$ cat config.mk
export PLATFORM = sky130hd
export DESIGN_NAME = pc_ras
export DESIGN_NICKNAME = d
export VERILOG_FILES = /design/src/rtl/pc_pkg.sv /design/src/rtl/pc_ras_stack.sv /design/src/rtl/pc_ras.sv
export SDC_FILE = /design/constraint.sdc
export NUM_CORES = 1
export LEC_CHECK = 0
export CAP_MARGIN = 5
export CORE_MARGIN = 5
export CORE_UTILIZATION = 26
export DETAILED_ROUTE_END_ITERATION = 10
export RECOVER_POWER = 50
export SYNTH_ARGS = -nofsm -noshare
export SYNTH_HDL_FRONTEND = slang
export SYNTH_SLANG_ARGS = --single-unit
$ cat constraint.sdc
create_clock -name clk -period 2.7 [get_ports clk]
set_clock_uncertainty 0.15 [all_clocks]
set_input_delay 0.675 -clock clk [delete_from_list [all_inputs] [get_ports clk]]
set_output_delay 0.675 -clock clk [all_outputs]
set_load 0.02 [all_outputs]
$ cat src/rtl/pc_pkg.sv
// pc_pkg: shared types and helpers for the pc_ras program counter.
//   op_t   - the single operation taken on a clock edge
//   pc_op  - fixed-priority encode of the decoder strobes to op_t
//   DEFAULT_WIDTH / DEFAULT_DEPTH - default PC width and RAS depth
package pc_pkg;

    localparam int unsigned DEFAULT_WIDTH = 16;
    localparam int unsigned DEFAULT_DEPTH = 8;

    typedef enum logic [2:0] {
        OP_HOLD,
        OP_INC,
        OP_REL,
        OP_RET,
        OP_CALL,
        OP_LOAD
    } op_t;

    // Priority: load > call > ret > rel > inc > hold.
    function automatic op_t pc_op(input logic load, input logic call,
                                  input logic ret, input logic rel,
                                  input logic inc);
        if (load)      return OP_LOAD;
        else if (call) return OP_CALL;
        else if (ret)  return OP_RET;
        else if (rel)  return OP_REL;
        else if (inc)  return OP_INC;
        else           return OP_HOLD;
    endfunction

endpackage

$ cat src/rtl/pc_ras_stack.sv
// pc_ras_stack: LIFO return-address stack indexed by its occupancy.
//   clk, reset   - clock, asynchronous active-high reset (empties the stack)
//   i_push       - write i_data at slot sp and increment sp (ignored when full)
//   i_pop        - decrement sp (ignored when empty); push wins if both set
//   i_data       - value to push
//   o_top_c      - entry at sp-1 (combinational read of registered state, 0 when empty)
//   o_sp         - occupancy 0..DEPTH
//   o_full       - sp == DEPTH
//   o_empty      - sp == 0
module pc_ras_stack
    import pc_pkg::*;
#(
    parameter int unsigned WIDTH = DEFAULT_WIDTH,
    parameter int unsigned DEPTH = DEFAULT_DEPTH
) (
    input  logic                       clk,
    input  logic                       reset,
    input  logic                       i_push,
    input  logic                       i_pop,
    input  logic [WIDTH-1:0]           i_data,
    output logic [WIDTH-1:0]           o_top_c,
    output logic [$clog2(DEPTH+1)-1:0] o_sp,
    output logic                       o_full,
    output logic                       o_empty
);

    localparam int unsigned SPW = $clog2(DEPTH + 1);
    localparam int unsigned AW  = (DEPTH > 1) ? $clog2(DEPTH) : 1;
    localparam int unsigned NE  = 2 ** AW;

    logic [WIDTH-1:0] r_mem [NE];
    logic [SPW-1:0]   r_sp;
    logic             r_full;
    logic             r_empty;
    logic [SPW-1:0]   w_sp_next;
    logic             w_do_push;
    logic             w_do_pop;

    // Next occupancy; saturating at both ends.
    always_comb begin
        w_do_push = i_push && !r_full;
        w_do_pop  = i_pop && !r_empty && !i_push;
        w_sp_next = r_sp;
        if (w_do_push)     w_sp_next = r_sp + SPW'(1);
        else if (w_do_pop) w_sp_next = r_sp - SPW'(1);
    end

    // Occupancy and flags.
    always_ff @(posedge clk or posedge reset) begin
        if (reset) begin
            r_sp    <= '0;
            r_full  <= 1'b0;
            r_empty <= 1'b1;
        end else begin
            r_sp    <= w_sp_next;
            r_full  <= (w_sp_next == SPW'(DEPTH));
            r_empty <= (w_sp_next == '0);
        end
    end

    // Storage needs no reset; contents are meaningless while empty.
    always_ff @(posedge clk) begin
        if (w_do_push) r_mem[AW'(r_sp)] <= i_data;
    end

    assign o_top_c = r_empty ? '0 : r_mem[AW'(r_sp - SPW'(1))];
    assign o_sp    = r_sp;
    assign o_full  = r_full;
    assign o_empty = r_empty;

endmodule

$ cat src/rtl/pc_ras.sv
// pc_ras: program counter with load, increment, PC-relative branch and a
// hardware return-address stack for call/return.
//   clk, reset - clock, asynchronous active-high reset (PC=RESET_VEC, RAS empty)
//   in         - absolute target (load/call) or signed offset (rel)
//   load/call/ret/rel/inc - strobes, priority load > call > ret > rel > inc
//   out        - current PC
//   sp         - RAS occupancy; empty/full flags
//   ovf/unf    - one-cycle pulses for call-while-full / ret-while-empty
//   err        - only with PC_RAS_TRAP_EN: sticky trap on ovf/unf that
//                freezes PC and RAS until reset
module pc_ras
    import pc_pkg::*;
#(
    parameter int unsigned     WIDTH     = DEFAULT_WIDTH,
    parameter int unsigned     DEPTH     = DEFAULT_DEPTH,
    parameter logic [WIDTH-1:0] RESET_VEC = '0
) (
    input  logic                       clk,
    input  logic                       reset,
    input  logic [WIDTH-1:0]           in,
    input  logic                       load,
    input  logic                       call,
    input  logic                       ret,
    input  logic                       rel,
    input  logic                       inc,
    output logic [WIDTH-1:0]           out,
    output logic [$clog2(DEPTH+1)-1:0] sp,
    output logic                       empty,
    output logic                       full,
`ifdef PC_RAS_TRAP_EN
    output logic                       err,
`endif
    output logic                       ovf,
    output logic                       unf
);

    logic [WIDTH-1:0] r_pc;
    logic             r_ovf;
    logic             r_unf;
    logic [WIDTH-1:0] w_pc_next;
    logic [WIDTH-1:0] w_pc_inc;
    logic [WIDTH-1:0] w_top;
    logic             w_push;
    logic             w_pop;
    logic             w_ovf;
    logic             w_unf;
    logic             w_freeze;
    op_t              w_op;

`ifdef PC_RAS_TRAP_EN
    logic r_err;

    // Sticky trap: set by any overflow/underflow event.
    always_ff @(posedge clk or posedge reset) begin
        if (reset) r_err <= 1'b0;
        else       r_err <= r_err | w_ovf | w_unf;
    end

    assign w_freeze = r_err;
    assign err      = r_err;
`else
    assign w_freeze = 1'b0;
`endif

    // Operation select and next-PC / stack control.
    always_comb begin
        w_pc_inc  = r_pc + WIDTH'(1);
        w_op      = w_freeze ? OP_HOLD : pc_op(load, call, ret, rel, inc);
        w_pc_next = r_pc;
        w_push    = 1'b0;
        w_pop     = 1'b0;
        w_ovf     = 1'b0;
        w_unf     = 1'b0;
        unique case (w_op)
            OP_LOAD: w_pc_next = in;
            OP_CALL: begin
                w_pc_next = in;
                w_push    = !full;
                w_ovf     = full;
            end
            OP_RET: begin
                w_pc_next = empty ? RESET_VEC : w_top;
                w_pop     = !empty;
                w_unf     = empty;
            end
            OP_REL:  w_pc_next = r_pc + in;
            OP_INC:  w_pc_next = w_pc_inc;
            default: w_pc_next = r_pc;
        endcase
    end

    // PC and event pulses.
    always_ff @(posedge clk or posedge reset) begin
        if (reset) begin
            r_pc  <= RESET_VEC;
            r_ovf <= 1'b0;
            r_unf <= 1'b0;
        end else begin
            r_pc  <= w_pc_next;
            r_ovf <= w_ovf;
            r_unf <= w_unf;
        end
    end

    pc_ras_stack #(
        .WIDTH (WIDTH),
        .DEPTH (DEPTH)
    ) u_stack (
        .clk     (clk),
        .reset   (reset),
        .i_push  (w_push),
        .i_pop   (w_pop),
        .i_data  (w_pc_inc),
        .o_top_c (w_top),
        .o_sp    (sp),
        .o_full  (full),
        .o_empty (empty)
    );

    assign out = r_pc;
    assign ovf = r_ovf;
    assign unf = r_unf;

endmodule
==> flow_metrics.tcl, run 1 <==
set metrics [dict create \
    worstPathArrival_ns 2.51 \
    rsz0062_at_grt "false" \
    cts_tree "built" \
    viasPerCell 4.642 \
    drtAntennaViolNets 0 \
    gp_congestion 0.8476 \
    worstSetupStartpointType "input pin" \
    clk_path_buf_depth 2 \
    grt-ovfl-total 0 \
    grt_usage_pct 11.80 \
    path_class "in -> reg" \
    power_density_nw_per_um2 924.1 \
    drt-wirelength-per-cell_um 17.72 \
    yosys.cell_count.top_type "edfxtp_1" \
    nets 669 \
    fin_total_pwr_w 0.008626 \
    synth_edf_count 128 \
    slew_viol_final 25 \
    peakVddDrop_mv 0.5497 \
    drtIter0Drc 345 \
    cts.sinks 152 \
    cp-end-kind "register" \
    synth_area_per_cell_um2 14.87 \
    final-setup-viol-count 0 \
    grt_pass1_wl_um 27990 \
    yosys-top-cells-area "edfxtp_1, mux4_2, dfrtp_1" \
    syn-cell-area_um2 7182 \
    finalCriticalPeriod_ns 2.601 \
    worst_pin_slew_ns 1.543 \
    timing.rr.start "out[1]$_DFFE_PP0P_" \
    clk_latency_ns 0.42 \
    clkSlewWorstSetupHoldPaths_ns 0.06 \
    ys.flop_type "edfxtp_1" \
    synth_cell_type_count 61 \
    hpwlAfterDp_um 12790 \
    place_ws_ns -0.7031 \
    portBuffers 46 \
    post_cts_buffers 0 \
    hold_viol 0 \
    max_slew_margin_pct -2.843 \
    timing.rr.end "out[10]$_DFFE_PP0P_" \
    synth_seq_cells 152 \
    yosysTopAreaCellShare_pct 53.52 \
    holdPathStages 1 \
    status "finished with violations" \
    diodes 0 \
    cp.required_ns 2.61 \
    synthTopCellsByCount "edfxtp_1, nor2_1, mux4_2, nand2_1" \
    post-route-period-util_pct 96.32 \
    fp.coreArea_um2 27100 \
    fin_area_um2 9335 \
    whs_endpoint "u_stack.o_sp[3]$_DFF_PP0_" \
    synthCells 483 \
    io_pins 47 \
    min_from "u_stack.o_sp[3]$_DFF_PP0_" \
    placed_cells 980 \
    die_area_um2 31050 \
    die_w_um 176.2 \
    max-cap-violations 1 \
    die_h_um 176.2 \
    h-tree-depth 4 \
    leakage_nw 3.358 \
    drc_errors 0 \
    async_flop_share_pct 15.79 \
    final_cells 1012 \
    synth_fp_nets 525 \
    rrSetupSlack_ns 0.27 \
    cts_root_buffer "clkbuf_16" \
    routed_wl_um 17930 \
    area_growth_pct 29.98 \
    drive_above_1_share_pct 25.62 \
    yosysTopAreaCell "edfxtp_1" \
    max_clock_freq_mhz 384.5 \
    first_pass_iters 5 \
    crit_fanout 16 \
    vias 4698 \
    start_util_pct 26.50 \
    num_rows 60 \
    worstHoldPathType "reg -> reg" \
    place_area_um2 8811 \
    yosys_warnings 0 \
    numCtsBuffers 17 \
    grt_pass1_vias 4764 \
    violations "capacitance limit, slew limit" \
    grt_max_degree 38 \
    antenna_found_initial 0 \
    reg2reg_depth 6 \
    hold_buffers 0 \
    final.setup.worst_slack_ns 0.09940 \
    ys_seq_area_share_pct 61.90 \
]
==> how the worst max path moves through the flow <==
stage / end / depth (start not counted) / slack, ns / start
5_1_grt: u_stack.r_mem[2][4]$_DFFE_PP_ / 6 / 0.04 / load
6_report: u_stack.r_mem[6][8]$_DFFE_PP_ / 6 / 0.1 / load
3_5_place_dp: out[12]$_DFFE_PP0P_ / 9 / -0.70 / in[0]
2_1_floorplan: out[6]$_DFFE_PP0P_ / 10 / -0.08 / u_stack.o_sp[0]$_DFF_PP0_
4_1_cts: out[12]$_DFFE_PP0P_ / 9 / 0.004 / in[0]
3_3_place_gp: out[12]$_DFFE_PP0P_ / 9 / -0.68 / in[0]
==> layout by cell type (no fill, tap or decap), types with 7 or more instances in the layout <==
master / instances
a21o_1: 7
a21oi_1: 23
a31oi_1: 7
buf_4: 72
clkbuf_1: 16
clkbuf_16: 17
clkdlybuf4s50_1: 42
dfrtp_1: 22
edfxtp_1: 128
ha_1: 17
inv_1: 10
mux2i_1: 13
mux4_2: 32
nand2_1: 28
nand3_1: 7
nor2_1: 35
o21ai_0: 16
o22ai_1: 9
xnor2_1: 13
xor2_1: 12
==> final cells by class <==
class | count | area [µm²]
repair buffers | 141 | 1172
clock buffers | 18 | 429.2
fillers | 2649 | 17770
well taps | 372 | 465.4
inverters | 10 | 37.54
multi-input cells | 305 | 2644
clock inverters | 14 | 140.1
flip-flops and latches | 152 | 4447
==> worst max-delay path, stage by stage <==
cell	delay [ns]
dlygate4sd3_1	0.59
nor3b_1	0.32
buf_4	0.19
nand2_1	0.12
nor2_1	0.11
clkbuf_2	0.49
==> stage by stage <==
stage / hold WS, ns / setup TNS (ns) / utilization (%)
floorplan: 0.4459 / -0.07660 / -
global placement: 0.3775 / -4.688 / 32.51
detailed placement: 0.3774 / -4.870 / 32.51
CTS: 0.3885 / 0 / 34.68
global route: 0.4110 / 0 / 34.45
finish: 0.3855 / 0 / 34.45
==> flip-flops by register name (all words and copies together), names as in the netlist <==
name / flops
u_stack.o_full: 1
unf: 1
u_stack.o_sp: 4
u_stack.o_empty: 1
out: 16
u_stack.r_mem: 128
ovf: 1
==> metal layers <==
| metal | wire, µm | part of all wire, % | global-route usage, % |
|---|---|---|---|
| met1 | 8672 | 48 | 16.90 |
| met2 | 8420 | 47 | 18.35 |
| met3 | 689 | 3.8 | 2.527 |
| met4 | 149 | 0.83 | 2.859 |
| met5 | 0 | 0 | 0 |
==> cell families (layout without fill, tap and decap cells) <==
logic type / Yosys count / count (layout) / synth area share, %
and+or+nand+nor: 110 / 110 / 7.700
buffers and inverters: 26 / 183 / 1.725
xor gates and xnor gates: 28 / 28 / 3.624
muxes: 50 / 50 / 12.63
AOI/OAI and AO/OA: 98 / 98 / 9.007
DFF: 152 / 152 / 61.90
adders and majority gates: 19 / 19 / 3.415
==> power breakdown <==
part           leakage, nW  total [W]  switching, W  internal, W
logic                 1.65    0.00329       0.00170      0.00159
clock network        0.269    0.00229       0.00100      0.00129
registers             1.44    0.00305      0.000144      0.00290
==> repair_timing <==
action | in CTS | in global routing
pin swaps | 2 | 2
endpoints found under the setup margin | 5 | 6
gates resized for setup | 4 | 5
(Power assumes the default switching activity.)
==> inputs of run 2 (changes only) <==
Settings changed: CELL_PAD_IN_SITES_DETAIL_PLACEMENT set to 0, CELL_PAD_IN_SITES_GLOBAL_PLACEMENT set to 1, PLACE_DENSITY_LB_ADDON set to 0.1.
==> run 2 against run 1 <==
Effect of this change:
- largest cell class unchanged
- sequential cell count stayed put
- critical path depth up 2
- critical endpoint is now out[10]$_DFFE_PP0P_
- die area did not move
- routed wire length is 14% higher
- sequential share of layout area shrank 0.49 points
- the flow still finishes with violations (capacitance limit, slew limit)
==> flow_metrics.tcl, run 2 (synthesis gave the netlist of run 1 again) <==
set metrics [dict create \
    hold_viol 0 \
    io_pins 47 \
    largest_register_ffs 128 \
    cp.required_ns 2.86 \
    cts_tree "built" \
    fin_total_pwr_w 0.008867 \
    max-cap-violations 1 \
    nets 671 \
    grt_pass1_wl_um 30880 \
    post_cts_buffers 0 \
    num_rows 60 \
    timing.rr.end "out[6]$_DFFE_PP0P_" \
    rrSetupSlack_ns 0.20 \
    power_density_nw_per_um2 940.0 \
    vias 4731 \
    max_clock_freq_mhz 384.4 \
    violations "capacitance limit, slew limit" \
    placed_cells 982 \
    nFillCells 2657 \
    drtAntennaViolNets 0 \
    top_register "u_stack.r_mem" \
    worst_pin_slew_ns 1.564 \
    place_area_um2 8914 \
    numCtsBuffers 17 \
    final-setup-viol-count 0 \
    path_depth 8 \
    cp_cell_sequence "clkdlybuf4s50_1, ha_1, o21a_1, or3b_1, o22ai_1, xor2_1, a221oi_2, nor2_1" \
    grt_pass1_vias 4994 \
    worst-path-buf-inv 1 \
    worstSetupEndpoint "out[10]$_DFFE_PP0P_" \
    startpoint "in[6]" \
    worstSetupStartpointType "input pin" \
    clk_path_buf_depth 2 \
    drt-wirelength-per-cell_um 20.20 \
    leakage_nw 3.424 \
    crit_fanout 4 \
    die_area_um2 31050 \
    slowest_stage "clkdlybuf4s50_1" \
    cts.sinks 152 \
    die_w_um 176.2 \
    viasPerCell 4.666 \
    gp_congestion 0.8243 \
    drtIter0Drc 328 \
    max_slew_margin_pct -4.239 \
    antenna_found_initial 0 \
    area_growth_pct 31.34 \
    hold_buffers 0 \
    grt_max_degree 35 \
    drive_above_1_share_pct 27.73 \
    die_h_um 176.2 \
    clk_latency_ns 0.42 \
    clkSlewWorstSetupHoldPaths_ns 0.07 \
    post-route-period-util_pct 96.36 \
    grt_usage_pct 13.35 \
    hpwlAfterDp_um 14770 \
    diodes 0 \
    fp.coreArea_um2 27100 \
    tns_ns 0 \
    cp-end-kind "register" \
    drc_errors 0 \
    worstPathArrival_ns 2.76 \
    grt-ovfl-total 0 \
    status "finished with violations" \
    final_common_cell "edfxtp_1" \
    finalCriticalPeriod_ns 2.602 \
    cp_top_family "compound AO/OA/AOI/OAI gates" \
    first_pass_iters 4 \
    path_class "in -> reg" \
    cts_root_buffer "clkbuf_16" \
    worstHoldPathType "reg -> reg" \
    fin_area_um2 9433 \
    h-tree-depth 4 \
    final_cells 1014 \
    timing.rr.start "out[0]$_DFFE_PP0P_" \
    final_cell_mix "edfxtp_1, buf_4, clkdlybuf4s50_1, nor2_1, mux4_2" \
    reg2reg_depth 8 \
    slew_viol_final 25 \
    start_util_pct 26.50 \
    routed_wl_um 20480 \
    peakVddDrop_mv 0.9788 \
    fin_util_pct 34.81 \
    portBuffers 46 \
    cpPeakStageDelay_ns 0.46 \
    rsz0062_at_grt "false" \
]
-- run 2: layout make-up --
class                      count  area, µm²  area share [%]
clock buffer                  18      429.2           4.550
timing repair buffer         143       1247           13.22
sequential                   152       4447           47.14
multi-input combinational    305       2651           28.11
inverter                      10      37.54          0.3979
clock inverter                14      155.1           1.645
tap                          372      465.4           4.934
-- run 2: what timing repair did --
action,CTS,global route
endpoints found under the setup margin,5,6
pin swaps,5,4
hold endpoints to repair,0,0
gates resized for setup,4,5
-- run 2: power breakdown --
group | internal, W | switching (W)
Sequential | 0.00290 | 0.000146
Clock | 0.00124 | 0.00108
Combinational | 0.00164 | 0.00185
Total | 0.00579 | 0.00308
-- run 2: metal layers --
layer,share of wire (%),vias up,track usage [%]
li1,-,2215,-
met1,47,2433,18.57
met2,49,77,21.93
met3,2.7,6,2.398
met4,0.94,0,2.924
met5,0,-,0
-- run 2: how the worst min path moves through the flow --
stage,start,end,slack [ns],depth (start not counted)
2_1_floorplan,u_stack.o_empty$_DFF_PP1_,unf$_DFF_PP0_,0.45,1
3_3_place_gp,u_stack.o_sp[3]$_DFF_PP0_,u_stack.o_sp[3]$_DFF_PP0_,0.37,1
3_5_place_dp,u_stack.o_sp[3]$_DFF_PP0_,u_stack.o_sp[3]$_DFF_PP0_,0.37,1
4_1_cts,u_stack.o_sp[3]$_DFF_PP0_,u_stack.o_sp[3]$_DFF_PP0_,0.38,1
5_1_grt,u_stack.o_sp[3]$_DFF_PP0_,u_stack.o_sp[3]$_DFF_PP0_,0.41,1
6_report,u_stack.o_sp[3]$_DFF_PP0_,u_stack.o_sp[3]$_DFF_PP0_,0.38,1
-- run 2: through the flow --
| stage | worst slack (ns) | hold WS [ns] |
|---|---|---|
| after floorplan | -0.07660 | 0.4459 |
| after global placement | -0.5981 | 0.3705 |
| after detailed placement | -0.6412 | 0.3664 |
| after CTS | 0.01411 | 0.3829 |
| after global routing | 0.001534 | 0.4083 |
| final | 0.09831 | 0.3764 |
